**src/rtl/cpu_pkg.sv**
```systemverilog
// Shared CPU definitions: register-file geometry and register index type.
package cpu_pkg;
  localparam int NREG = 32;
  localparam int REG_W = 5;

  typedef logic [REG_W-1:0] reg_idx_t;

  localparam reg_idx_t REG_ZERO = 5'd0;
endpackage

```
**src/rtl/sb_counter.sv**
```systemverilog
// Pending-write counter for one register: increments on issue, decrements on writeback.
module sb_counter #(
  parameter int CNT_W = 2
) (
  input  logic             clk,
  input  logic             reset,
  input  logic             inc,
  input  logic             dec,
  output logic [CNT_W-1:0] count,
  output logic             nonzero
);
  localparam logic [CNT_W-1:0] CNT_MAX = {CNT_W{1'b1}};

  logic [CNT_W-1:0] count_reg;
  logic [CNT_W-1:0] count_next;
  logic             dec_eff;

  // A writeback against an empty counter is an error handled upstream; it must not decrement.
  assign dec_eff = dec && (count_reg != '0);

  always_comb begin
    count_next = count_reg;
    if (inc && !dec_eff && (count_reg != CNT_MAX)) begin
      count_next = count_reg + 1'b1;
    end else if (dec_eff && !inc) begin
      count_next = count_reg - 1'b1;
    end
  end

  always_ff @(posedge clk) begin
    if (reset) begin
      count_reg <= '0;
    end else begin
      count_reg <= count_next;
    end
  end

  assign count   = count_reg;
  assign nonzero = (count_reg != '0);
endmodule

```
**src/rtl/reg_scoreboard.sv**
```systemverilog
// Register scoreboard: per-register pending-write counts, decode stall generation
// and sticky writeback-underflow detection. Register 0 is never tracked.
module reg_scoreboard
  import cpu_pkg::*;
#(
  parameter int CNT_W     = 2,
  parameter bit WB_BYPASS = 1'b1
) (
  input  logic        clk,
  input  logic        reset,
  input  logic        issue_valid,
  input  logic [4:0]  issue_rs,
  input  logic [4:0]  issue_rt,
  input  logic        issue_use_rs,
  input  logic        issue_use_rt,
  input  logic        issue_wr,
  input  logic [4:0]  issue_rd,
  input  logic        writereg,
  input  logic [4:0]  rtd,
  output logic        stall,
  output logic        issue_fire,
  output logic [31:0] pending_mask,
  output logic        busy,
  output logic        err_underflow
);
  localparam logic [CNT_W-1:0] CNT_MAX = {CNT_W{1'b1}};
  localparam logic [CNT_W-1:0] CNT_ONE = CNT_W'(1);

  logic [CNT_W-1:0] cnt [NREG];
  logic [NREG-1:0]  inc_vec;
  logic [NREG-1:0]  dec_vec;
  logic             hz_rs;
  logic             hz_rt;
  logic             dest_ovf;
  logic             err_reg;

  // A count of exactly 1 is satisfied by a same-cycle writeback when bypass is enabled,
  // since the register file writes on the falling edge ahead of the decode read.
  function automatic logic src_hazard(input logic use_s, input reg_idx_t s,
                                      input logic [CNT_W-1:0] c);
    logic wb_hit;
    wb_hit = WB_BYPASS && writereg && (rtd == s);
    return use_s && (s != REG_ZERO) &&
           ((c > CNT_ONE) || ((c == CNT_ONE) && !wb_hit));
  endfunction

  always_comb begin
    hz_rs    = src_hazard(issue_use_rs, issue_rs, cnt[issue_rs]);
    hz_rt    = src_hazard(issue_use_rt, issue_rt, cnt[issue_rt]);
    dest_ovf = issue_wr && (issue_rd != REG_ZERO) && (cnt[issue_rd] == CNT_MAX) &&
               !(writereg && (rtd == issue_rd));
  end

  assign stall      = issue_valid && (hz_rs || hz_rt || dest_ovf);
  assign issue_fire = issue_valid && !stall;

  assign cnt[0]          = '0;
  assign inc_vec[0]      = 1'b0;
  assign dec_vec[0]      = 1'b0;
  assign pending_mask[0] = 1'b0;

  generate
    for (genvar gi = 1; gi < NREG; gi++) begin : g_reg
      assign inc_vec[gi] = issue_fire && issue_wr && (issue_rd == reg_idx_t'(gi));
      assign dec_vec[gi] = writereg && (rtd == reg_idx_t'(gi));

      sb_counter #(
        .CNT_W (CNT_W)
      ) u_cnt (
        .clk     (clk),
        .reset   (reset),
        .inc     (inc_vec[gi]),
        .dec     (dec_vec[gi]),
        .count   (cnt[gi]),
        .nonzero (pending_mask[gi])
      );
    end
  endgenerate

  assign busy = |pending_mask;

  always_ff @(posedge clk) begin
    if (reset) begin
      err_reg <= 1'b0;
    end else if (writereg && (rtd != REG_ZERO) && (cnt[rtd] == '0)) begin
      err_reg <= 1'b1;
    end
  end

  assign err_underflow = err_reg;
endmodule

```
**config.mk**
```make
export PLATFORM = sky130hd
export DESIGN_NAME = reg_scoreboard
export DESIGN_NICKNAME = d
export VERILOG_FILES = /design/src/rtl/cpu_pkg.sv /design/src/rtl/sb_counter.sv /design/src/rtl/reg_scoreboard.sv
export SDC_FILE = /design/constraint.sdc
export NUM_CORES = 1
export LEC_CHECK = 0
export ABC_CLOCK_PERIOD_IN_PS = 3420
export CORE_ASPECT_RATIO = 1.4
export CORE_MARGIN = 2
export CORE_UTILIZATION = 40
export CTS_CLUSTER_DIAMETER = 100
export CTS_CLUSTER_SIZE = 8
export DETAILED_ROUTE_END_ITERATION = 6
export MAX_ROUTING_LAYER = met4
export PLACE_DENSITY = 0.73
export SKIP_CTS_REPAIR_TIMING = 1
export SYNTH_ARGS = -nofsm -noshare
export SYNTH_HDL_FRONTEND = slang
export SYNTH_HIERARCHICAL = 1
export SYNTH_SLANG_ARGS = --single-unit
```
**constraint.sdc**
```tcl
create_clock -name clk -period 3.42 [get_ports clk]
set_input_delay 0.684 -clock clk [delete_from_list [all_inputs] [get_ports clk]]
set_output_delay 0.684 -clock clk [all_outputs]
set_load 0.05 [all_outputs]
```
==> impl_results.md <==
* Iter 0 DRT Violations at 700
* Stages on the worst setup path at 12
* Metal-1 WL at 9010 µm
* H-tree level count at 3
* Largest register FFs at 62
* Layout cell share with drive strength beyond 1 at 28.8%
* FP Rows at 53
* HP Class: reg2reg
* # diodes at 0
* GPL Wtd Cong at 1.01
* Total gr overflow at 0
* Via density at 6.35
* CP max-delay cell: or4_4
* Slack of the worst reg-to-reg path at 0.01 ns
* Core Area at 0.0151 mm²
* Number of synthesized register bits at 63
* Setup violators final at 36
* Pwr dens at 264 mW/mm²
* # IOs at 63
* Die ar. at 0.0165 mm²
* Syn Inst Count at 818
* Post-synth top area cell: dfxtp_1
* Register area at 0.00126 mm²
* Area growth syn-to-layout at 43.4%
* First-pass GRT wire length at 34700 µm
* Port Buffers at 61
* Count leader, synth: a21oi_1
* Main synth FF type: dfxtp_1
* Crit path max-delay family: simple AND/OR/NAND/NOR gates
* DIE WIDTH at 109 µm
* Simple-Gate Fraction of Synth Area at 41.8%
* Tightest Pin Transition at 0.639 ns
* Met3 WL post-DR at 1990 µm
* Normalized max-slew margin at 57.2%
* Failing checks: negative setup slack
* RSZ-0062 raised after global routing: yes
* Initial antenna violation count at 0
* Die span in y at 151 µm
* Syn nets at 845
* VDD IR max at 0.200 mV
* Syn Area/Cell at 7.55 µm²
* Clk root buf: clkbuf_16
* Ys async rst share at 0%
* Worst path cell trace: clkbuf_4 -> clkbuf_16 -> buf_12 -> mux4_2 -> mux2i_1 -> nand3b_1 -> nand2_1 -> a311oi_1 -> or4_4 -> buf_12 -> and2_4 -> buf_8
* Highest clock rate at 265 MHz
* Met2 Routed Length at 11600 µm
* Filler cells at 1268
* Final HPWL DP at 17100 µm
* TritonCTS clock tree: yes
* Worst setup endpoint: stall
* Largest net degree at the start of global routing at 31
* Final Util at 58.9%
* Unique cell type count in the Yosys netlist at 56
* Critical Path Max Stage Delay at 0.57 ns
* Synth top area share at 20.4%
* Area of the multi-input gates at 0.00510 mm²
* XOR/XNOR Fraction of Synth Area at 2.13%
* Reg-to-reg endpoint: g_reg[27].u_cnt/count[0]
* Critical path capture point type: primary output
* Drt pass-1 iters at 7
* Setup Crit Path Kind: in2out
* FF-to-FF Start: g_reg[3].u_cnt/count[1]
* Worst setup margin at -0.350 ns
* Run status: complete, but fails checks
* Ys Warns at 6
* Routed Wire Length at 24100 µm
* Vias in the first global route at 6617
* Critical path data required time at 2.74 ns
* Overall Power at 2.34 mW
* CP Data Arrival Time at 3.09 ns
* Detailed-route DRC error count at 0
* Post-synth EDFFs at 0
* Gr usage total at 28.1%
* Synthesized area at 0.00618 mm²
* Main combinational cell family by area after synthesis: simple AND/OR/NAND/NOR gates
* Mux cell area share after synthesis at 14.1%
* Fin crit period at 3.77 ns
* Area contributors post-synth: dfxtp_1 20%, mux4_2 10%, a21oi_1 9.0%
* Number of routed nets with antenna violations at 0
* Clock-pin slew on the worst setup and hold paths at 0.06 ns
* Final Skew at 0.00637 ns
* Clock tree sinks at 63
* Sequential-to-total area share from yosys stat at 20.4%
* Period utilization at 110%
* Post-Synth Adder-Cell Area at 0%
* WP buf/inv at 5
* Nets at 1016
* Leakage at 3.44 nW
* Top Metal Used: met4
* Routed vias at 7534
* Clock latency on the worst-skew pair at 0.34 ns
* Max FO, Critical Path at 5
* Final hold violations at 0
* R2r worst-path depth at 12
* Initial Util at 41.1%
* Synth Area in Compound Gates at 17.5%
* WL per Instance at 20.3 µm
* Critical Path Source: issue_rt[0]
* Final Max Slew Viols at 0
* Max Cap Viol at 0
* Top cells by count, synth: 111 x a21oi_1, 63 x dfxtp_1, 58 x nand2_1
* CP dominant cell by count: buf_12
* Num CTS Buffers at 9
* CTS max path bufs at 2
* CP Launch Type: primary input
-- tightest hold or removal path: cells and delay by family, from the launching register on --
kind,cells,cell delay [ns]
flops,1,0.34
simple gates,1,0.08
compound gates,1,0.05
-- through the flow --
step	cell area, µm²	setup WS [ns]	setup TNS, ns	hold WS, ns	std cells
floorplan	6300	-0.0960	-0.527	0.495	818
global placement	7890	-0.827	-41.18	0.482	1151
detailed placement	7890	-0.832	-42.53	0.485	1151
CTS	8230	-0.800	-21.58	0.519	1167
global route	8860	-0.440	-11.76	0.573	1186
finish	8860	-0.350	-4.95	0.512	1186
-- cell usage in the layout (no fill, tap or decap), drive strengths merged, types with 14 or more instances in the layout --
master	n
o21ai	42
a21oi	111
mux4	29
dlymetal6s2s	14
nand2	58
nor3	47
or3	33
buf	140
dfxtp	63
clkdlybuf4s50	40
a211oi	14
or2b	31
nand3	50
and3	32
clkbuf	20
nor2b	38
or2	32
or3b	32
nor2	54
-- power by group --
| part | internal (mW) | switching (mW) |
|---|---|---|
| Sequential | 0.737 | 0.00419 |
| Clock | 0.733 | 0.346 |
| Combinational | 0.216 | 0.301 |
| Total | 1.69 | 0.651 |
-- cell type report --
| class | count | area share (%) |
|---|---|---|
| Multi-Input combinational cell | 709 | 57.6 |
| Inverter | 5 | 0.212 |
| Clock buffer | 13 | 2.82 |
| Tap cell | 192 | 2.71 |
| Timing Repair Buffer | 201 | 21.4 |
| Sequential cell | 63 | 14.2 |
| Clock inverter | 3 | 1.02 |
-- routing by layer --
layer / up-vias / track usage [%]
met5: - / -
met4: 0 / 14.8
met2: 439 / 45.2
met3: 123 / 3.79
met1: 3573 / 34.1
li1: 3399 / -
-- kinds of logic after synthesis --
kind of cell    count (synthesis)
buf+inv                        46
xor+xnor                       15
other cells                     1
mux                            49
simple gates                  451
compound gates                193
flops                          63
-- worst min-delay path by stage --
| stage | start | end | slack (ns) | cells after the start |
|---|---|---|---|---|
| 3_3_place_gp | err_underflow | err_underflow | 0.48 | 2 |
| 3_5_place_dp | err_underflow | err_underflow | 0.48 | 2 |
| 5_1_grt | err_underflow | err_underflow | 0.57 | 2 |
| 2_1_floorplan | g_reg[21].u_cnt/count[0] | g_reg[21].u_cnt/count[0] | 0.49 | 2 |
| 6_report | err_underflow | err_underflow | 0.51 | 2 |
| 4_1_cts | err_underflow | err_underflow | 0.52 | 2 |
Note: power is estimated with default switching activity, not from simulation.
